===== src/rtl/mem_sched_pkg.sv =====
// Shared types and helpers for the memory queue scheduler.
package mem_sched_pkg;

    typedef enum logic [1:0] {
        IDLE     = 2'd0,
        WR_BURST = 2'd1,
        RD_BURST = 2'd2,
        TURN     = 2'd3
    } sched_state_t;

    // Direction encoding doubles as the mem_cmd_we value.
    localparam logic DIR_WR = 1'b1;
    localparam logic DIR_RD = 1'b0;

    // Memory word address is {queue_id, offset}; the caller truncates to its width.
    function automatic logic [31:0] pack_cmd_addr(input logic [31:0] qid,
                                                  input logic [31:0] offset,
                                                  input int          offset_w);
        return (qid << offset_w) | offset;
    endfunction

endpackage


===== src/rtl/mem_queue_scheduler_rr_arbiter.sv =====
// Round-robin picker: first eligible requester at or after the pointer, wrapping.
import mem_sched_pkg::*;

module rr_arbiter #(
    parameter int N  = 4,
    parameter int IW = 2
) (
    input  logic [N-1:0]  i_elig,
    input  logic [IW-1:0] i_ptr,
    output logic [N-1:0]  o_grant,
    output logic [IW-1:0] o_idx,
    output logic          o_any
);

    logic [IW-1:0] w_cand;

    // Scan candidates in priority order starting at the pointer; keep the first hit.
    always_comb begin
        o_grant = '0;
        o_idx   = '0;
        o_any   = 1'b0;
        w_cand  = '0;
        for (int k = 0; k < N; k++) begin
            w_cand = IW'((int'(i_ptr) + k) % N);
            if (!o_any && i_elig[w_cand]) begin
                o_any           = 1'b1;
                o_idx           = w_cand;
                o_grant[w_cand] = 1'b1;
            end
        end
    end

endmodule


===== src/rtl/mem_queue_scheduler.sv =====
// Sequences one memory command port between NUM_QUEUES ring-buffer queues:
// round-robin write bursts, round-robin read bursts, turnaround gap between them.
import mem_sched_pkg::*;

module mem_queue_scheduler #(
    parameter int NUM_QUEUES     = 4,
    parameter int QUEUE_ID_WIDTH = 2,
    parameter int MEM_ADDR_WIDTH = 18,
    parameter int MAX_BURST      = 8,
    parameter int TURN_CYCLES    = 2
) (
    input  logic                      memclk,
    input  logic                      memreset,
    input  logic                      cal_done,
    input  logic [NUM_QUEUES-1:0]     wr_req,
    output logic [NUM_QUEUES-1:0]     wr_grant,
    input  logic [NUM_QUEUES-1:0]     rd_req,
    output logic [NUM_QUEUES-1:0]     rd_grant,
    output logic [NUM_QUEUES-1:0]     rd_credit,
    output logic                      mem_cmd_valid,
    input  logic                      mem_cmd_ready,
    output logic                      mem_cmd_we,
    output logic [MEM_ADDR_WIDTH-1:0] mem_cmd_addr,
    output logic [NUM_QUEUES-1:0]     q_empty,
    output logic [NUM_QUEUES-1:0]     q_full
);

    localparam int QAW         = MEM_ADDR_WIDTH - QUEUE_ID_WIDTH;
    localparam int QUEUE_WORDS = 2 ** QAW;
    localparam int BURST_W     = $clog2(MAX_BURST + 1);
    localparam int TURN_W      = $clog2(TURN_CYCLES + 1);

    sched_state_t              r_state, w_next_state;
    logic [BURST_W-1:0]        r_burst_cnt;
    logic [TURN_W-1:0]         r_turn_cnt;
    logic                      r_turn_dir;
    logic [QUEUE_ID_WIDTH-1:0] r_wr_ptr, r_rd_ptr;
    logic [QAW-1:0]            r_tail  [NUM_QUEUES];
    logic [QAW-1:0]            r_head  [NUM_QUEUES];
    logic [QAW:0]              r_count [NUM_QUEUES];
    logic                      r_cmd_valid, r_cmd_we;
    logic [MEM_ADDR_WIDTH-1:0] r_cmd_addr;
    logic [NUM_QUEUES-1:0]     r_rd_credit;

    logic [NUM_QUEUES-1:0]     w_wr_elig, w_rd_elig, w_wr_oh, w_rd_oh;
    logic [QUEUE_ID_WIDTH-1:0] w_wr_idx, w_rd_idx;
    logic                      w_wr_any, w_rd_any;
    logic                      w_slot_free, w_last_beat, w_turn_done;
    logic                      w_wr_issue, w_rd_issue;
    logic [MEM_ADDR_WIDTH-1:0] w_cmd_addr;

    // Occupancy flags decoded from the per-queue counts.
    always_comb begin
        q_empty = '0;
        q_full  = '0;
        for (int q = 0; q < NUM_QUEUES; q++) begin
            q_empty[q] = (r_count[q] == '0);
            q_full[q]  = (r_count[q] == (QAW + 1)'(QUEUE_WORDS));
        end
    end

    assign w_wr_elig   = wr_req & ~q_full;
    assign w_rd_elig   = rd_req & ~q_empty;
    assign w_slot_free = !r_cmd_valid || mem_cmd_ready;
    assign w_last_beat = (r_burst_cnt == BURST_W'(MAX_BURST - 1));
    assign w_turn_done = (r_turn_cnt == TURN_W'(TURN_CYCLES - 1));

    rr_arbiter #(.N(NUM_QUEUES), .IW(QUEUE_ID_WIDTH)) u_wr_arb (
        .i_elig (w_wr_elig),
        .i_ptr  (r_wr_ptr),
        .o_grant(w_wr_oh),
        .o_idx  (w_wr_idx),
        .o_any  (w_wr_any)
    );

    rr_arbiter #(.N(NUM_QUEUES), .IW(QUEUE_ID_WIDTH)) u_rd_arb (
        .i_elig (w_rd_elig),
        .i_ptr  (r_rd_ptr),
        .o_grant(w_rd_oh),
        .o_idx  (w_rd_idx),
        .o_any  (w_rd_any)
    );

    // FSM state register.
    always_ff @(posedge memclk or posedge memreset) begin
        if (memreset) r_state <= IDLE;
        else          r_state <= w_next_state;
    end

    // FSM next state: the final beat of a burst decides whether to turn or keep going.
    always_comb begin
        w_next_state = r_state;
        if (!cal_done) begin
            if (w_slot_free) w_next_state = IDLE;
        end else begin
            unique case (r_state)
                IDLE:     w_next_state = WR_BURST;
                WR_BURST: if ((w_wr_issue && w_last_beat && w_rd_any) || (!w_wr_any && w_rd_any))
                              w_next_state = TURN;
                RD_BURST: if ((w_rd_issue && w_last_beat && w_wr_any) || (!w_rd_any && w_wr_any))
                              w_next_state = TURN;
                TURN:     if (w_turn_done)
                              w_next_state = (r_turn_dir == DIR_RD) ? RD_BURST : WR_BURST;
                default:  w_next_state = IDLE;
            endcase
        end
    end

    // FSM outputs: issue decision and the combinational grant pulses.
    always_comb begin
        w_wr_issue = (r_state == WR_BURST) && cal_done && w_slot_free && w_wr_any;
        w_rd_issue = (r_state == RD_BURST) && cal_done && w_slot_free && w_rd_any;
        wr_grant   = w_wr_issue ? w_wr_oh : '0;
        rd_grant   = w_rd_issue ? w_rd_oh : '0;
    end

    // Burst and turnaround counters; both restart on every state change.
    always_ff @(posedge memclk or posedge memreset) begin
        if (memreset) begin
            r_burst_cnt <= '0;
            r_turn_cnt  <= '0;
            r_turn_dir  <= DIR_WR;
        end else if (r_state != w_next_state) begin
            r_burst_cnt <= '0;
            r_turn_cnt  <= '0;
            if (w_next_state == TURN)
                r_turn_dir <= (r_state == WR_BURST) ? DIR_RD : DIR_WR;
        end else if (w_wr_issue || w_rd_issue) begin
            r_burst_cnt <= w_last_beat ? '0 : r_burst_cnt + BURST_W'(1);
        end else if (r_state == TURN) begin
            r_turn_cnt <= r_turn_cnt + TURN_W'(1);
        end
    end

    always_comb begin
        if (w_wr_issue)
            w_cmd_addr = MEM_ADDR_WIDTH'(pack_cmd_addr(32'(w_wr_idx), 32'(r_tail[w_wr_idx]), QAW));
        else
            w_cmd_addr = MEM_ADDR_WIDTH'(pack_cmd_addr(32'(w_rd_idx), 32'(r_head[w_rd_idx]), QAW));
    end

    // Command register: loads on issue, holds until accepted, drops when idle.
    always_ff @(posedge memclk or posedge memreset) begin
        if (memreset) begin
            r_cmd_valid <= 1'b0;
            r_cmd_we    <= 1'b0;
            r_cmd_addr  <= '0;
        end else if (w_slot_free) begin
            r_cmd_valid <= w_wr_issue || w_rd_issue;
            if (w_wr_issue || w_rd_issue) begin
                r_cmd_we   <= w_wr_issue ? DIR_WR : DIR_RD;
                r_cmd_addr <= w_cmd_addr;
            end
        end
    end

    // Ring pointers, occupancy and RR pointers move at the same edge as the command load.
    always_ff @(posedge memclk or posedge memreset) begin
        if (memreset) begin
            for (int q = 0; q < NUM_QUEUES; q++) begin
                r_tail[q]  <= '0;
                r_head[q]  <= '0;
                r_count[q] <= '0;
            end
            r_wr_ptr <= '0;
            r_rd_ptr <= '0;
        end else if (w_wr_issue) begin
            r_tail[w_wr_idx]  <= r_tail[w_wr_idx] + QAW'(1);
            r_count[w_wr_idx] <= r_count[w_wr_idx] + (QAW + 1)'(1);
            r_wr_ptr          <= w_wr_idx + QUEUE_ID_WIDTH'(1);
        end else if (w_rd_issue) begin
            r_head[w_rd_idx]  <= r_head[w_rd_idx] + QAW'(1);
            r_count[w_rd_idx] <= r_count[w_rd_idx] - (QAW + 1)'(1);
            r_rd_ptr          <= w_rd_idx + QUEUE_ID_WIDTH'(1);
        end
    end

    // Credit is the read grant delayed by one cycle.
    always_ff @(posedge memclk or posedge memreset) begin
        if (memreset) r_rd_credit <= '0;
        else          r_rd_credit <= rd_grant;
    end

    assign mem_cmd_valid = r_cmd_valid;
    assign mem_cmd_we    = r_cmd_we;
    assign mem_cmd_addr  = r_cmd_addr;
    assign rd_credit     = r_rd_credit;

endmodule


===== config.mk =====
export PLATFORM = sky130hd
export DESIGN_NAME = mem_queue_scheduler
export DESIGN_NICKNAME = d
export VERILOG_FILES = /design/src/rtl/mem_sched_pkg.sv /design/src/rtl/mem_queue_scheduler_rr_arbiter.sv /design/src/rtl/mem_queue_scheduler.sv
export SDC_FILE = /design/constraint.sdc
export NUM_CORES = 1
export LEC_CHECK = 0
export BUFFER_PORTS_ARGS = -buffer_cell sky130_fd_sc_hd__buf_4
export CORE_MARGIN = 1.5
export CORE_UTILIZATION = 45
export DETAILED_ROUTE_END_ITERATION = 7
export SYNTH_ARGS = -nofsm -noshare
export SYNTH_HDL_FRONTEND = slang
export SYNTH_SLANG_ARGS = --single-unit

===== constraint.sdc =====
create_clock -name memclk -period 9.4 [get_ports memclk]
set_clock_uncertainty 0.1 [all_clocks]
set_input_delay 0 -clock memclk [delete_from_list [all_inputs] [get_ports memclk]]
set_output_delay 0 -clock memclk [all_outputs]
set_load 0.02 [all_outputs]

==> run summary <==
starting density of the core -> 45.6%
dpl cell area -> 0.0150 mm^2
total CTS buffers -> 27
total track usage -> 26.6%
Fin Setup TNS -> 0 ns
I/O pin count -> 52
R2R setup slack -> 3.07 ns
First-pass DRT Iterations -> 8
DR vias -> 12258
synth unique cells -> 98
layout cell share with drive strength beyond 1 -> 13.9%
biggest area consumer among synthesized cells -> dfrtp_1
Post-Synthesis Cell Area -> 0.0144 mm^2
DP HPWL -> 29700 um
Worst-Margin Slew -> 1.39 ns
PwrDens -> 375 mW/mm^2
maximum buffer depth of the clock tree -> 3
Slew HR -> 6.99%
FF+latch area -> 0.00583 mm^2
Core Rows -> 65
Buffers on Ports -> 51
multi-input combinational cell area -> 0.00803 mm^2
VDD IR max -> 0.230 mV
Synth Register Bits -> 233
critical path capture point type -> flip-flop
drt drc -> 0
worst r2r src -> r_wr_ptr[0]
worst endpoint data arrival time -> 6.70 ns
GPL Wtd Cong -> 0.986
Clock Latency Late Sink -> 0.56 ns
Cells after Synth -> 1518
initial antenna violation count -> 0
Seq/Total Area, Yosys -> 40.6%
first-pass GRT wire length -> 69200 um
Final Critical Period -> 6.33 ns
largest net degree at the start of global routing -> 105
routed vias/inst -> 6.28
TritonCTS Sinks -> 233
Hold Slack -> 0.00725 ns
# setup viols final -> 0
share of Yosys cell area claimed by the top area cell type -> 40.4%
status -> complete, no violations
r2r worst-path depth -> 14
post-layout net count -> 1572
RSZ-0062 raised after global routing -> false
DR iter-0 viols -> 1083
most frequent cells after synthesis -> nand2_1, dfrtp_1, o21ai_0
Pwr Total -> 5.98 mW
hold crit path type -> input port to async pin
Synth Flop Type -> dfrtp_1
synth warn -> 0
P&R area growth vs syn -> 10.9%
Fmax -> 158 MHz
Synthesized Nets -> 1560
post-CTS sizing -> 0
CP Data Required Time -> 9.77 ns
vias in the first global route -> 11824
number of antenna diodes -> 0
crit-path max FO -> 47
Syn Area/Cell -> 9.46 um^2
die area -> 0.0330 mm^2
CTS tree -> yes
post-route ant nets -> 0
Post-CTS Setup Bufs -> 0
Final period util -> 67.4%
P_leak -> 6.84 nW
Core Footprint -> 0.0315 mm^2
die height -> 182 um
H-Tree Depth -> 1
fin area -> 0.0159 mm^2
# fillers -> 2940
Final Hold Fails -> 0
CTS clk-pin slew, worst paths -> 0.06 ns
WL final -> 43900 um
FF-to-FF End -> r_count[29]
Slew Limit Fails -> 0
share of flip-flops with an asynchronous set or reset -> 100%
number of synthesized flops with an enable pin -> 0
top-count cell post-synth -> nand2_1
Root Buffer Master -> clkbuf_16
Worst Setup Start Kind -> flip-flop
wire per inst -> 22.5 um
crit path kind -> flip-flop to flip-flop
Post-CTS Hold Buffers -> 3
top cells by area, synth -> dfrtp_1, mux2i_1, nand2_1
MaxCap Viol Count -> 0
grt ovf -> 0
Die Span X -> 182 um
## logic make-up (layout without fill, tap and decap cells)
group / Yosys count / after routing / share of synthesized area, %
simple gates: 527 / 527 / 17.1
compound gates: 373 / 373 / 17.8
flops: 233 / 233 / 40.6
mux: 182 / 182 / 14.8
buf+inv: 118 / 151 / 3.76
xor+xnor: 55 / 55 / 3.35
fa+ha+maj: 30 / 30 / 2.61
## through the flow
| stage | setup WS, ns | cells | util, % |
|---|---|---|---|
| 6_report | 3.07 | 1953 | 50.6 |
| 5_1_grt | 2.71 | 1953 | 50.6 |
| 4_1_cts | 3.27 | 1953 | 50.6 |
| 3_5_place_dp | 3.31 | 1900 | 47.7 |
| 3_3_place_gp | 3.23 | 1900 | 47.7 |
| 2_1_floorplan | 2.91 | 1518 | - |
## state kept, by name, indices dropped and copies added (netlist names)
signal,count
mem_cmd_addr,18
mem_cmd_we,1
r_wr_ptr,2
r_rd_ptr,2
rd_credit,4
r_turn_dir,1
r_state,2
r_count,68
r_turn_cnt,2
r_tail,64
mem_cmd_valid,1
r_head,64
r_burst_cnt,4
## cell usage in the layout (no fill, tap or decap), drive strengths merged, types with 30 or more instances in the layout
cell	n
nor2	90
o21ai	146
buf	70
nand2	269
xnor2	31
mux2	50
clkbuf	41
mux2i	114
ha	30
nand3	33
dfrtp	232
a21oi	34
## layer usage
layer | GRT usage [%] | routed length, um | vias up | part of all wire [%]
met5 | 0 | 0 | - | 0
met4 | 9.90 | 1750 | 0 | 4.0
met3 | 5.01 | 3740 | 118 | 8.5
met2 | 41.6 | 19400 | 623 | 44
met1 | 36.7 | 19000 | 5903 | 43
li1 | - | - | 5614 | -
## where the power goes
group | switching [mW] | leakage [nW] | total (mW) | internal (mW)
registers | 0.320 | 3.11 | 1.54 | 1.22
logic | 2.18 | 3.30 | 3.39 | 1.21
clock network | 0.443 | 0.426 | 1.05 | 0.609
total | 2.95 | 6.84 | 5.98 | 3.03
## worst max-delay path: stages (launching register included)
cell and delay, ns:
dfrtp_1 0.85, inv_1 0.45, ha_1 0.51, inv_1 0.15, mux4_2 0.58, o21ai_2 0.22
nand3_2 0.13, o21ai_4 0.44, inv_4 0.16, buf_4 0.37, ha_1 0.30, and2_1 0.36
nor2_1 1.13, a22oi_1 0.25, o211ai_1 0.16
## how the worst max path moves through the flow
| stage | startpoint | end | slack [ns] | depth (start not counted) |
|---|---|---|---|---|
| 2_1_floorplan | memreset | mem_cmd_addr[0] | 2.91 | 1 |
| 3_3_place_gp | r_wr_ptr[0] | r_count[29] | 3.23 | 14 |
| 3_5_place_dp | r_wr_ptr[0] | r_count[29] | 3.31 | 14 |
| 4_1_cts | r_wr_ptr[0] | r_count[29] | 3.27 | 14 |
| 5_1_grt | r_wr_ptr[0] | r_count[29] | 2.71 | 14 |
| 6_report | r_wr_ptr[0] | r_count[29] | 3.07 | 14 |
## area by class of cell
cell class	count	share of cell area, %
Inverter	28	0.754
Clock inverter	9	0.605
Clock buffer	41	4.95
Tap cell	402	3.16
Timing Repair Buffer	73	3.49
Multi-Input combinational cell	1167	50.4
Sequential cell	233	36.6
No activity file was read; power rests on OpenSTA's default activity.
